`config.mk`:
```
export PLATFORM = sky130hd
export DESIGN_NAME = bp_mem_channel_arbiter_flat
export DESIGN_NICKNAME = d
export VERILOG_FILES = /design/src/rtl/bp_mem_channel_arbiter_pkg.sv /design/src/rtl/bp_mem_channel_arbiter_if.sv /design/src/rtl/bp_mem_channel_arbiter_fifo.sv /design/src/rtl/bp_mem_channel_arbiter.sv /design/src/flat_wrapper.sv
export SDC_FILE = /design/constraint.sdc
export NUM_CORES = 1
export LEC_CHECK = 0
export ABC_CLOCK_PERIOD_IN_PS = 2800
export BUFFER_PORTS_ARGS = -buffer_cell sky130_fd_sc_hd__buf_2
export CAP_MARGIN = 40
export CORE_AREA = 2 2 130 132
export CTS_CLUSTER_SIZE = 8
export DETAILED_ROUTE_END_ITERATION = 16
export DIE_AREA = 0 0 132 134
export GPL_TIMING_DRIVEN = 0
export PLACE_DENSITY_LB_ADDON = 0.15
export SYNTH_ARGS = -nofsm -noshare
export SYNTH_HDL_FRONTEND = slang
export SYNTH_HIERARCHICAL = 1
export SYNTH_SLANG_ARGS = --single-unit
```
`constraint.sdc`:
```
create_clock -name clk_i -period 2.8 [get_ports clk_i]
set_input_delay 0.42 -clock clk_i [delete_from_list [all_inputs] [get_ports clk_i]]
set_output_delay 0.42 -clock clk_i [all_outputs]
set_load 0.02 [all_outputs]
```
`src/rtl/bp_mem_channel_arbiter_pkg.sv`:
```
// Shared types and the rotating-priority grant helper for the memory channel arbiter.
package bp_mem_channel_arbiter_pkg;

    typedef enum logic {
        e_arb_round_robin = 1'b0,
        e_arb_fixed       = 1'b1
    } arb_mode_e;

    localparam int unsigned max_channels_gp = 32;

    // One-hot grant of the first set bit of v searched from last+1 (mod n);
    // fixed priority is the special case last = n-1.
    function automatic logic [max_channels_gp-1:0] rr_next(
        input int unsigned                last,
        input logic [max_channels_gp-1:0] v,
        input int unsigned                n
    );
        logic [max_channels_gp-1:0]         grant;
        logic [$clog2(max_channels_gp)-1:0] pos;
        grant = '0;
        for (int unsigned k = 0; k < max_channels_gp; k++) begin
            pos = $clog2(max_channels_gp)'((last + 1 + k) % n);
            if (k < n && grant == '0 && v[pos]) begin
                grant[pos] = 1'b1;
            end
        end
        return grant;
    endfunction

endpackage

```
`src/rtl/bp_mem_channel_arbiter_if.sv`:
```
// Channel-side and memory-side handshake bundle of the memory channel arbiter.
interface bp_mem_channel_arbiter_if #(
    parameter int num_channels_p = 2,
    parameter int msg_width_p    = 8
);
    logic [num_channels_p-1:0][msg_width_p-1:0] cmd_i;
    logic [num_channels_p-1:0]                  cmd_v_i;
    logic [num_channels_p-1:0]                  cmd_ready_o;
    logic [msg_width_p-1:0]                     resp_o;
    logic [num_channels_p-1:0]                  resp_v_o;
    logic [num_channels_p-1:0]                  resp_yumi_i;
    logic [msg_width_p-1:0]                     mem_cmd_o;
    logic                                       mem_cmd_v_o;
    logic                                       mem_cmd_ready_i;
    logic [msg_width_p-1:0]                     mem_resp_i;
    logic                                       mem_resp_v_i;
    logic                                       mem_resp_yumi_o;

    modport slave (
        input  cmd_i, cmd_v_i, resp_yumi_i, mem_cmd_ready_i, mem_resp_i, mem_resp_v_i,
        output cmd_ready_o, resp_o, resp_v_o, mem_cmd_o, mem_cmd_v_o, mem_resp_yumi_o
    );

    modport master (
        output cmd_i, cmd_v_i, resp_yumi_i, mem_cmd_ready_i, mem_resp_i, mem_resp_v_i,
        input  cmd_ready_o, resp_o, resp_v_o, mem_cmd_o, mem_cmd_v_o, mem_resp_yumi_o
    );
endinterface

```
`src/rtl/bp_mem_channel_arbiter_fifo.sv`:
```
// Small circular FIFO holding the channel ID of every in-flight memory command.
module bsg_fifo_1r1w_small #(
    parameter int width_p = 1,
    parameter int els_p   = 8
) (
    input  logic               clk_i,
    input  logic               reset_i,
    input  logic               v_i,
    input  logic [width_p-1:0] data_i,
    input  logic               yumi_i,
    output logic [width_p-1:0] data_o,
    output logic               full_o,
    output logic               empty_o
);
    localparam int ptr_w_lp = (els_p > 1) ? $clog2(els_p) : 1;
    localparam int cnt_w_lp = $clog2(els_p + 1);

    logic [width_p-1:0]  mem_r [els_p];
    logic [ptr_w_lp-1:0] wptr_r, rptr_r;
    logic [cnt_w_lp-1:0] count_r;

    function automatic logic [ptr_w_lp-1:0] bump(input logic [ptr_w_lp-1:0] p);
        return (p == ptr_w_lp'(els_p - 1)) ? '0 : p + ptr_w_lp'(1);
    endfunction

    assign full_o  = (count_r == cnt_w_lp'(els_p));
    assign empty_o = (count_r == '0);
    assign data_o  = mem_r[rptr_r];

    always_ff @(posedge clk_i) begin
        if (v_i) begin
            mem_r[wptr_r] <= data_i;
        end
    end

    always_ff @(posedge clk_i) begin
        if (reset_i) begin
            wptr_r  <= '0;
            rptr_r  <= '0;
            count_r <= '0;
        end else begin
            if (v_i)    wptr_r <= bump(wptr_r);
            if (yumi_i) rptr_r <= bump(rptr_r);
            if (v_i && !yumi_i)      count_r <= count_r + cnt_w_lp'(1);
            else if (!v_i && yumi_i) count_r <= count_r - cnt_w_lp'(1);
        end
    end
endmodule

```
`src/rtl/bp_mem_channel_arbiter.sv`:
```
// Merges N CCE memory channels onto one memory port and steers in-order
// responses back to the issuing channel via a channel-ID tag FIFO.
module bp_mem_channel_arbiter
    import bp_mem_channel_arbiter_pkg::*;
#(
    parameter int        num_channels_p    = 2,
    parameter int        msg_width_p       = 64,
    parameter int        max_outstanding_p = 8,
    parameter arb_mode_e arb_mode_p        = e_arb_round_robin
) (
    input  logic                                   clk_i,
    input  logic                                   reset_i,
    bp_mem_channel_arbiter_if.slave                io,
    output logic [$clog2(max_outstanding_p+1)-1:0] outstanding_o,
    output logic                                   error_o
);
    localparam int tag_w_lp = (num_channels_p > 1) ? $clog2(num_channels_p) : 1;
    localparam int cnt_w_lp = $clog2(max_outstanding_p + 1);

    logic                      tag_full, tag_empty;
    logic                      push, pop, resp_ok;
    logic [tag_w_lp-1:0]       head, grant_id, last_grant_r;
    logic [num_channels_p-1:0] eligible, grant, resp_v;
    logic [msg_width_p-1:0]    granted_cmd;
    logic [cnt_w_lp-1:0]       outstanding_r;
    logic                      error_r;

    // Full is taken from registered state only: a same-cycle pop never frees a slot.
    always_comb begin
        eligible = (io.mem_cmd_ready_i && !tag_full && !reset_i) ? io.cmd_v_i : '0;
        if (arb_mode_p == e_arb_fixed) begin
            grant = num_channels_p'(rr_next(32'(num_channels_p - 1),
                                            max_channels_gp'(eligible), 32'(num_channels_p)));
        end else begin
            grant = num_channels_p'(rr_next(32'(last_grant_r),
                                            max_channels_gp'(eligible), 32'(num_channels_p)));
        end
        grant_id    = '0;
        granted_cmd = '0;
        for (int unsigned i = 0; i < num_channels_p; i++) begin
            if (grant[i]) begin
                grant_id    = tag_w_lp'(i);
                granted_cmd = io.cmd_i[i];
            end
        end
        push = |grant;
    end

    always_comb begin
        resp_ok = io.mem_resp_v_i && !tag_empty && !reset_i;
        resp_v  = '0;
        for (int unsigned i = 0; i < num_channels_p; i++) begin
            resp_v[i] = resp_ok && (head == tag_w_lp'(i));
        end
        pop = |(resp_v & io.resp_yumi_i);
    end

    assign io.cmd_ready_o     = grant;
    assign io.mem_cmd_v_o     = push;
    assign io.mem_cmd_o       = granted_cmd;
    assign io.resp_o          = io.mem_resp_i;
    assign io.resp_v_o        = resp_v;
    assign io.mem_resp_yumi_o = pop;
    assign outstanding_o      = outstanding_r;
    assign error_o            = error_r;

    bsg_fifo_1r1w_small #(
        .width_p (tag_w_lp),
        .els_p   (max_outstanding_p)
    ) tag_fifo (
        .clk_i   (clk_i),
        .reset_i (reset_i),
        .v_i     (push),
        .data_i  (grant_id),
        .yumi_i  (pop),
        .data_o  (head),
        .full_o  (tag_full),
        .empty_o (tag_empty)
    );

    // last_grant is only consulted in round-robin mode, so it can track unconditionally.
    always_ff @(posedge clk_i) begin
        if (reset_i) begin
            last_grant_r  <= tag_w_lp'(num_channels_p - 1);
            outstanding_r <= '0;
            error_r       <= 1'b0;
        end else begin
            if (push) last_grant_r <= grant_id;
            if (push && !pop)      outstanding_r <= outstanding_r + cnt_w_lp'(1);
            else if (!push && pop) outstanding_r <= outstanding_r - cnt_w_lp'(1);
            if (io.mem_resp_v_i && tag_empty) error_r <= 1'b1;
        end
    end
endmodule
```
`src/flat_wrapper.sv`:
```
// flat-port wrapper written by rule: the top's interface ports become plain ports
module bp_mem_channel_arbiter_flat import bp_mem_channel_arbiter_pkg::*;
#(
    parameter int        num_channels_p    = 2,
    parameter int        msg_width_p       = 64,
    parameter int        max_outstanding_p = 8,
    parameter arb_mode_e arb_mode_p        = e_arb_round_robin
)
  (clk_i, reset_i, outstanding_o, error_o, io_cmd_i, io_cmd_v_i, io_resp_yumi_i, io_mem_cmd_ready_i, io_mem_resp_i, io_mem_resp_v_i, io_cmd_ready_o, io_resp_o, io_resp_v_o, io_mem_cmd_o, io_mem_cmd_v_o, io_mem_resp_yumi_o);
  bp_mem_channel_arbiter_if #(.num_channels_p(num_channels_p), .msg_width_p(msg_width_p)) io_i ();
  input  logic clk_i;
  input  logic reset_i;
  output logic [$clog2(max_outstanding_p+1)-1:0] outstanding_o;
  output logic error_o;
  input wire logic [$bits(io_i.cmd_i)-1:0] io_cmd_i;
  input wire logic [$bits(io_i.cmd_v_i)-1:0] io_cmd_v_i;
  input wire logic [$bits(io_i.resp_yumi_i)-1:0] io_resp_yumi_i;
  input wire logic [$bits(io_i.mem_cmd_ready_i)-1:0] io_mem_cmd_ready_i;
  input wire logic [$bits(io_i.mem_resp_i)-1:0] io_mem_resp_i;
  input wire logic [$bits(io_i.mem_resp_v_i)-1:0] io_mem_resp_v_i;
  output wire logic [$bits(io_i.cmd_ready_o)-1:0] io_cmd_ready_o;
  output wire logic [$bits(io_i.resp_o)-1:0] io_resp_o;
  output wire logic [$bits(io_i.resp_v_o)-1:0] io_resp_v_o;
  output wire logic [$bits(io_i.mem_cmd_o)-1:0] io_mem_cmd_o;
  output wire logic [$bits(io_i.mem_cmd_v_o)-1:0] io_mem_cmd_v_o;
  output wire logic [$bits(io_i.mem_resp_yumi_o)-1:0] io_mem_resp_yumi_o;
  assign io_i.cmd_i = io_cmd_i;
  assign io_i.cmd_v_i = io_cmd_v_i;
  assign io_i.resp_yumi_i = io_resp_yumi_i;
  assign io_i.mem_cmd_ready_i = io_mem_cmd_ready_i;
  assign io_i.mem_resp_i = io_mem_resp_i;
  assign io_i.mem_resp_v_i = io_mem_resp_v_i;
  assign io_cmd_ready_o = io_i.cmd_ready_o;
  assign io_resp_o = io_i.resp_o;
  assign io_resp_v_o = io_i.resp_v_o;
  assign io_mem_cmd_o = io_i.mem_cmd_o;
  assign io_mem_cmd_v_o = io_i.mem_cmd_v_o;
  assign io_mem_resp_yumi_o = io_i.mem_resp_yumi_o;
  bp_mem_channel_arbiter #(.num_channels_p(num_channels_p), .msg_width_p(msg_width_p), .max_outstanding_p(max_outstanding_p), .arb_mode_p(arb_mode_p)) u_core (.clk_i(clk_i), .reset_i(reset_i), .io(io_i), .outstanding_o(outstanding_o), .error_o(error_o));
endmodule
```
# --- After elaboration in Yosys (flattened, before gate mapping) ---
# Memories as Yosys holds them, arrays and structs flattened. A register that Yosys moved wholly into a read port is not among the register bits.
# Index checks and enable logic that the tools add are counted.
word_totals:
  regBits: 16
  latch_bits: 0
  ram_bits: 8
  romBits: 0
  wordCells: 71
  mem_count: 1
classes:
  addsub: 8
  mul: 0
  div: 0
  order_cmp: 4
  n_eq_ne: 3
  n_shift: 0
  mux: 24
  bitwise: 3
  reduce_logical: 22
memory_table:
  columns: ["memory", "depth", "word_bits", "read_ports", "rd_ports_with_merged_regs", "wr", "line_no", "rtl"]
  rows:
  - ["u_core.tag_fifo.mem_r", 8, 1, 1, 1, 1, "bp_mem_channel_arbiter_fifo.sv:18", "logic [width_p-1:0] mem_r [els_p];"]
op_table:
  columns: ["operator", "count"]
  rows:
  - ["$mux W64", 2]
  - ["$logic_not A32 Y1", 1]
  - ["$mux W4", 4]
  - ["$logic_and A1 B1 Y1", 12]
  - ["$lt A1 B6 Y1 const B", 2]
  - ["$mux W3", 4]
  - ["$mux W1", 9]
  - ["$add A4 B1 Y4 const B", 2]
  - ["$sub A4 B1 Y4 const B", 2]
  - ["$add A3 B1 Y3 const B", 2]
  - ["$eq A3 B3 Y1 const B", 2]
  - ["$mux W2", 3]
  - ["$logic_not A1 Y1", 5]
  - ["$eq A4 B4 Y1 const B", 1]
  - ["$logic_not A4 Y1", 1]
  - ["$reduce_or A2 Y1", 2]
  - ["$add A1 B1 Y1 const B", 2]
  - ["$and A2 B2 Y2", 1]
  - ["$demux W1 S1", 2]
  - ["$ge A1 B1 Y1 const B", 2]
  - ["$or A2 B2 Y2", 1]
  - ["$reduce_bool A2 Y1", 1]
  - ["$not A1 Y1", 1]

# --- Depth between registers and ports, before layout ---
# Gate-level depths: netlist of the first run.
logic_depth:
  word_depth: 16
  ltp_mapped: 13
  mapped_depth_nobuf: 13

# --- By module ---
# Netlist of the first run, hierarchy kept.
modules_own_cells:
  columns: ["module", "instances", "cells_per_inst", "area_each_um2", "seq_area_each_um2"]
  rows:
  - ["bp_mem_channel_arbiter", 1, 186, 1551.5, 120.1]
  - ["bsg_fifo_1r1w_small", 1, 83, 950.9, 500.5]

# --- Worst setup path before layout of the first run ---
# Ideal clock, no wire load.
synth_timing:
  path_type: "register -> register"
  start: "reg (tool-made name)"
  end: "reg u_core.tag_fifo.count_r[3]"
  t_arrival_ns: 3.486
  setup_slack_ns: -0.810
  stages_incl_launch_ff: 14
  path_buffers: 0
  cell_sequence: "dfxtp_1 mux4_1 mux2_2 nor4b_2 a22oi_1 inv_1 inv_2 ha_1 inv_1 ha_1 a21oi_1 a211oi_1 a31oi_1 mux2_1"
synth_rtl:
  columns: ["item", "line_no", "rtl"]
  rows:
  - ["end signal, assigned", "bp_mem_channel_arbiter_fifo.sv:44", "if (v_i && !yumi_i) count_r <= count_r + cnt_w_lp'(1);"]
  - ["end signal, assigned", "bp_mem_channel_arbiter_fifo.sv:45", "else if (!v_i && yumi_i) count_r <= count_r - cnt_w_lp'(1);"]
  - ["end, declared", "bp_mem_channel_arbiter_fifo.sv:20", "logic [cnt_w_lp-1:0] count_r;"]

==> results of run 1 <==
==> Yosys cell counts, types with 3 or more instances <==
cell	count	share of area [%]
buf_4	70	21
a22o_1	64	22
nor2_1	24	3.6
dfxtp_1	19	15
ha_1	10	5.0
a21oi_1	8	1.6
edfxtp_1	8	9.6
buf_2	6	1.2
mux2i_1	5	2.0
buf_6	4	1.8
nand2_1	4	0.60
nand2b_1	4	1.0
clkbuf_1	3	0.45
inv_1	3	0.45
nand3b_1	3	0.90
nor2b_1	3	0.75
nor3_1	3	0.60
==> worst reg2reg max path, stage by stage, from the launching register on <==
cell      delay (ps)
dfxtp_2          350
mux4_2           510
mux2_4           300
and4bb_2         240
a22oi_2          180
buf_4            160
ha_4             130
inv_4             50
ha_4             250
a21oi_4          140
a211oi_2          80
a31oi_1          200
mux2_1           330
==> routing by layer <==
layer	wire, um	up-vias	global-route usage, %
li1	-	1498	-
met4	63	0	1.45
met3	1130	6	3.74
met1	4420	1403	13.3
met2	6190	171	22.6
met5	0	-	0
==> final cells by class <==
| type | instances | area [um2] | area share [%] |
|---|---|---|---|
| clock buffer | 3 | 75.1 | 1.69 |
| inverter | 4 | 20.0 | 0.449 |
| timing repair buffer | 282 | 1440 | 32.4 |
| tap | 220 | 275 | 6.18 |
| antenna | 1 | 2.50 | 0.0562 |
| sequential | 27 | 624 | 14.0 |
| buffer | 83 | 614 | 13.8 |
| multi-input combinational | 155 | 1390 | 31.3 |
| clock inverter | 1 | 7.51 | 0.169 |
==> power by group <==
part	switching [mW]	internal [mW]
Combinational	0.488	0.454
Clock	0.135	0.194
Sequential	0.0525	0.444
Total	0.675	1.09
==> worst min-delay path by stage <==
stage	from	endpoint	slack, ps	cells past startpoint
2_1_floorplan	u_core/tag_fifo/rptr_r[1]$_SDFFE_PP0P_	register	460	2
3_3_place_gp	u_core/error_o$_SDFFE_PP0P_	u_core/error_o$_SDFFE_PP0P_	460	2
3_5_place_dp	u_core/error_o$_SDFFE_PP0P_	u_core/error_o$_SDFFE_PP0P_	460	2
4_1_cts	io_mem_resp_v_i	u_core/error_o$_SDFFE_PP0P_	420	3
5_1_grt	io_mem_resp_v_i	u_core/error_o$_SDFFE_PP0P_	460	3
6_report	io_mem_resp_v_i	u_core/error_o$_SDFFE_PP0P_	420	3
==> kinds of logic after synthesis <==
kind of cell,after synthesis,share of synthesized area [%]
fa+ha+maj,12,6.60
buf+inv,87,25.0
compound gates,79,26.2
xor+xnor,4,1.40
simple gates,50,10.5
mux,10,5.45
flops,27,24.8
==> timing repair <==
item | CTS | global route
pin swaps | 11 | 6
endpoints found under the setup margin | 7 | 12
hold buffers | 0 | 0
resized for setup | 16 | 7
buffers inserted | 8 | 3
==> results.ini, run 1 <==
[grt]
grt_overflow = 0
grt_pass1_wl_um = 16300
grt_pass1_vias = 2892
grt_max_degree = 19
antenna_found_initial = 2
grt_usage_pct = 11.9

[run_status]
failed_checks = negative setup slack
status = complete, but fails checks

[flow_run]
drv_cap = 0

[pwr]
p_leak_nw = 2.41
vdd_drop_max_v = 0.000209
power_density_nw_per_um2 = 397
power_mw = 1.77

[cells_and_area]
post-route-util_pct = 27.3
drive_above_1_share_pct = 71.9
fin_nets = 768
fillerInstances = 1798
final_cell_mix = buf_2, buf_4, a22o_1
final_area_um2 = 4450
fin_cells = 776
final_common_cell = buf_2
area_delta_synth_final_pct = 78.0

[synthesis]
synth_edf_count = 8
synth_cell_types = 37
synth_async_sr_flop_share_pct = 0
synth_cells = 269
synth_seq_area_share_pct = 24.8
synth.avg_cell_area_um2 = 9.30
yosys_warnings = 6
ys_seq_elements = 27
synth_ff_type = dfxtp_1
synth_nets = 481
syn_area_um2 = 2500

[route]
drtAntennaViolNets = 0
via_count = 3078
viasPerCell = 3.97
drt_iter0_markers = 128
route.detailed.drc = 0
drt_pass1_iterations = 4
wl_per_cell_um = 15.2
drt-total-wl_um = 11800

[setup_path]
critPathCapture = u_core/outstanding_o[3]$_SDFFE_PP0P_
start_kind = register
slowest_delay_ps = 510
cp.depth = 12
crit_chain = mux4_2, mux2_4, and4bb_2, a22oi_2, buf_4, ha_4, inv_4, ha_4, a21oi_4, a211oi_2, a31oi_1, mux2_1
worstPathRequired_ps = 2950
cp_max_fo = 4
crit_arrival_ps = 3190
worstSetupPathType = reg2reg
worstRegToRegCells = 12
cpMostUsedCell = ha_4
endpoint_kind = register
timing.rr.end = u_core/outstanding_o[3]$_SDFFE_PP0P_
rrSetupSlack_ps = -230
path_buf_inv = 2
crit_slowest_cell = mux4_2
cp_top_family = multiplexers

[die]
initial_core_util_pct = 15.4
fp-row-count = 47
die_x_um = 132
dieArea_um2 = 17700
io-pin-count = 339
coreArea_um2 = 16300
die_y_um = 134

[clock_network]
root_buffer = clkbuf_16
clockBufferDepth = 2
clkTransAtPathRegs_ps = 70
cts_tree = yes
clock_latency_ps = 260
clkSinkCount = 27
cts_buffers = 3
htree_levels = 1

[hold_path]
hold_class = in2reg

[placed_design]
placed_cells = 763
dpl_cell_area_um2 = 4210
gp_congestion = 0.882
portBuffers = 274
dp_hpwl_um = 10100
place_ws_ps = -516

[sta]
hold_viol_final = 0
fin_hold_ws_ps = 422
tightestPinTransition_ps = 480
slew_violations = 0
fmax_mhz = 330
period_share_pct = 108
rsz0062_at_grt = true
fin_crit_ps = 3030
tns_ps = -434
finalSetupViolCount = 3
worst_slack_ps = -231
clock_skew_ps = 5.07
slew_headroom_pct = 68.0

Note: power is estimated with default switching activity, not from simulation.
==> run 2: changes to the inputs <==
Settings changed: ABC_CLOCK_PERIOD_IN_PS 2800 to 3300.
Clock period 2.8 ns to 3.3 ns, I/O delays scaled along.
==> run 2 against run 1 <==
Net effect: the flow now finishes without violations; cell count shrank 0.64%; first-iteration DRC count fell by 34%; register-to-register slack improved by 400 ps; clock-buffer cell count did not move; setup slack improved by 400 ps; critical endpoint is now u_core/tag_fifo/count_r[3]$_SDFFE_PP0P_; worst hold slack better by 77 ps; global-route usage rose by 0.65 points; sequential share of layout area grew 0.50 points; non-clock buffer count down 4; sequential power decreased by 16%; via count rose by 1.1%.
==> results.ini, run 2 (same netlist as run 1, synthesis figures left out) <==
[cells_and_area]
drive_above_1_share_pct = 70.1  ; -1.8 points
final_common_cell = buf_2
area_delta_synth_final_pct = 72.9
fin_cells = 771  ; -0.64%
fin_nets = 764  ; -0.52%
n_antenna_cell = 0  ; -1
final_cell_mix = buf_2, buf_4, a22o_1

[sta]
worst_slack_ps = 168  ; +399 ps
hold_viol_final = 0  ; unchanged
finalSetupViolCount = 0  ; -3
fin_crit_ps = 3130  ; +101 ps
tns_ps = 0  ; +434 ps
clock_skew_ps = 7.05  ; +1.98 ps
fin_hold_ws_ps = 499  ; +77.2 ps
slew_headroom_pct = 61.7  ; -6.3 points
fmax_mhz = 319  ; -3.2%
tightestPinTransition_ps = 574  ; +94.3 ps
period_share_pct = 94.9  ; -13 points
slew_violations = 0  ; unchanged

[die]
io-pin-count = 339  ; unchanged
coreArea_um2 = 16300  ; unchanged
fp-row-count = 47  ; unchanged
initial_core_util_pct = 15.4  ; unchanged
die_y_um = 134  ; unchanged
die_x_um = 132  ; unchanged
dieArea_um2 = 17700  ; unchanged

[hold_path]
hold_class = in2reg
hp-start = io_mem_resp_v_i
hold_path_depth = 3  ; unchanged

[pwr]
power_mw = 1.44  ; -18%
power_density_nw_per_um2 = 333  ; -16%
vdd_drop_max_v = 0.000237  ; +13%
p_leak_nw = 2.39  ; -1.1%

[route]
route.detailed.drc = 0  ; unchanged
drt-total-wl_um = 12300  ; +4.5%
drt_iter0_markers = 85  ; -34%
wl_per_cell_um = 16.0  ; +5.1%
via_count = 3113  ; +1.1%
viasPerCell = 4.04  ; +1.8%
drtAntennaViolNets = 0  ; unchanged
drt_pass1_iterations = 4  ; unchanged

[placed_design]
portBuffers = 274  ; unchanged
dp_hpwl_um = 10700  ; +6.0%
gp_congestion = 0.837  ; -5.1%
placed_cells = 763  ; unchanged
place_ws_ps = -222  ; +294 ps

[setup_path]
timing.rr.end = u_core/tag_fifo/count_r[3]$_SDFFE_PP0P_
critPathCapture = u_core/tag_fifo/count_r[3]$_SDFFE_PP0P_
worstPathRequired_ps = 3450  ; +500 ps
start_kind = register
worstSetupPathType = reg2reg
endpoint_kind = register
worstRegToRegCells = 13  ; +1
crit_arrival_ps = 3280  ; +90 ps
rrSetupSlack_ps = 170  ; +400 ps
cp_max_fo = 4  ; unchanged

[clock_network]
cts_tree = yes
clkTransAtPathRegs_ps = 70  ; about the same
clockBufferDepth = 2  ; unchanged
clkSinkCount = 27  ; unchanged
cts_buffers = 3  ; unchanged
clock_latency_ps = 260  ; about the same
htree_levels = 1  ; unchanged
hold_buffers = 0  ; unchanged
root_buffer = clkbuf_16

[grt]
antenna_found_initial = 4  ; +2
grt_pass1_vias = 2987  ; +3.3%
grt_usage_pct = 12.5  ; +0.65 points
grt_overflow = 0  ; unchanged
grt_pass1_wl_um = 17500  ; +7.4%
grt_max_degree = 19  ; unchanged

[flow_run]
drv_cap = 0  ; unchanged

[run_status]
status = finished, final reports clean

run 2: stage by stage:
stage               util [%]  area [um2]
finish                  26.6        4330
global route            26.6        4330
detailed placement      25.7        4180
CTS                     26.2        4260
floorplan                  -        2530
global placement        25.7        4180
run 2: power by group:
part	switching [mW]	total (mW)	internal, mW	leakage, nW
Sequential	0.0413	0.419	0.377	0.232
Clock	0.113	0.278	0.165	0.0414
Combinational	0.397	0.745	0.347	2.11
run 2: final cells by class:
type / instances / area, um2
buffer: 83 / 612
clock buffer: 3 / 75.1
clock inverter: 1 / 6.26
fill: 1804 / 12000
inverter: 4 / 15.0
multi-input combinational: 155 / 1320
sequential: 27 / 628
tap: 220 / 275
timing repair buffer: 278 / 1400
run 2: what timing repair did:
| action | 4_1_cts | 5_1_grt |
|---|---|---|
| endpoints found under the hold margin | 0 | 0 |
| setup endpoints to repair | 2 | 2 |
| pin swaps | 1 | 2 |
| gates cloned | 0 | 0 |
| buffers inserted | 0 | 4 |
| gates resized for setup | 2 | 14 |
run 2: worst max-delay path, cell delays in order, from the launching register on:
cell      delay (ps)
dfxtp_4          360
mux4_2           490
mux2_4           310
nor4b_4          310
a22oi_2          140
inv_2            100
inv_2             60
ha_2             180
inv_2             80
ha_4             220
a21oi_4          160
a211oi_2          80
a31oi_1          190
mux2_1           340
run 2: worst min-delay path by stage:
stage / endpoint / slack [ps]
floorplan: register / 460
detailed placement: u_core/error_o$_SDFFE_PP0P_ / 470
finish: u_core/error_o$_SDFFE_PP0P_ / 500
global route: u_core/error_o$_SDFFE_PP0P_ / 520
CTS: u_core/error_o$_SDFFE_PP0P_ / 490
global placement: u_core/error_o$_SDFFE_PP0P_ / 460
run 2: metal layers:
| metal | wire length (um) | GRT usage, % |
|---|---|---|
| met3 | 918 | 3.70 |
| met1 | 5050 | 15.0 |
| met5 | 56 | 0 |
| met4 | 40 | 1.33 |
| met2 | 6260 | 22.8 |
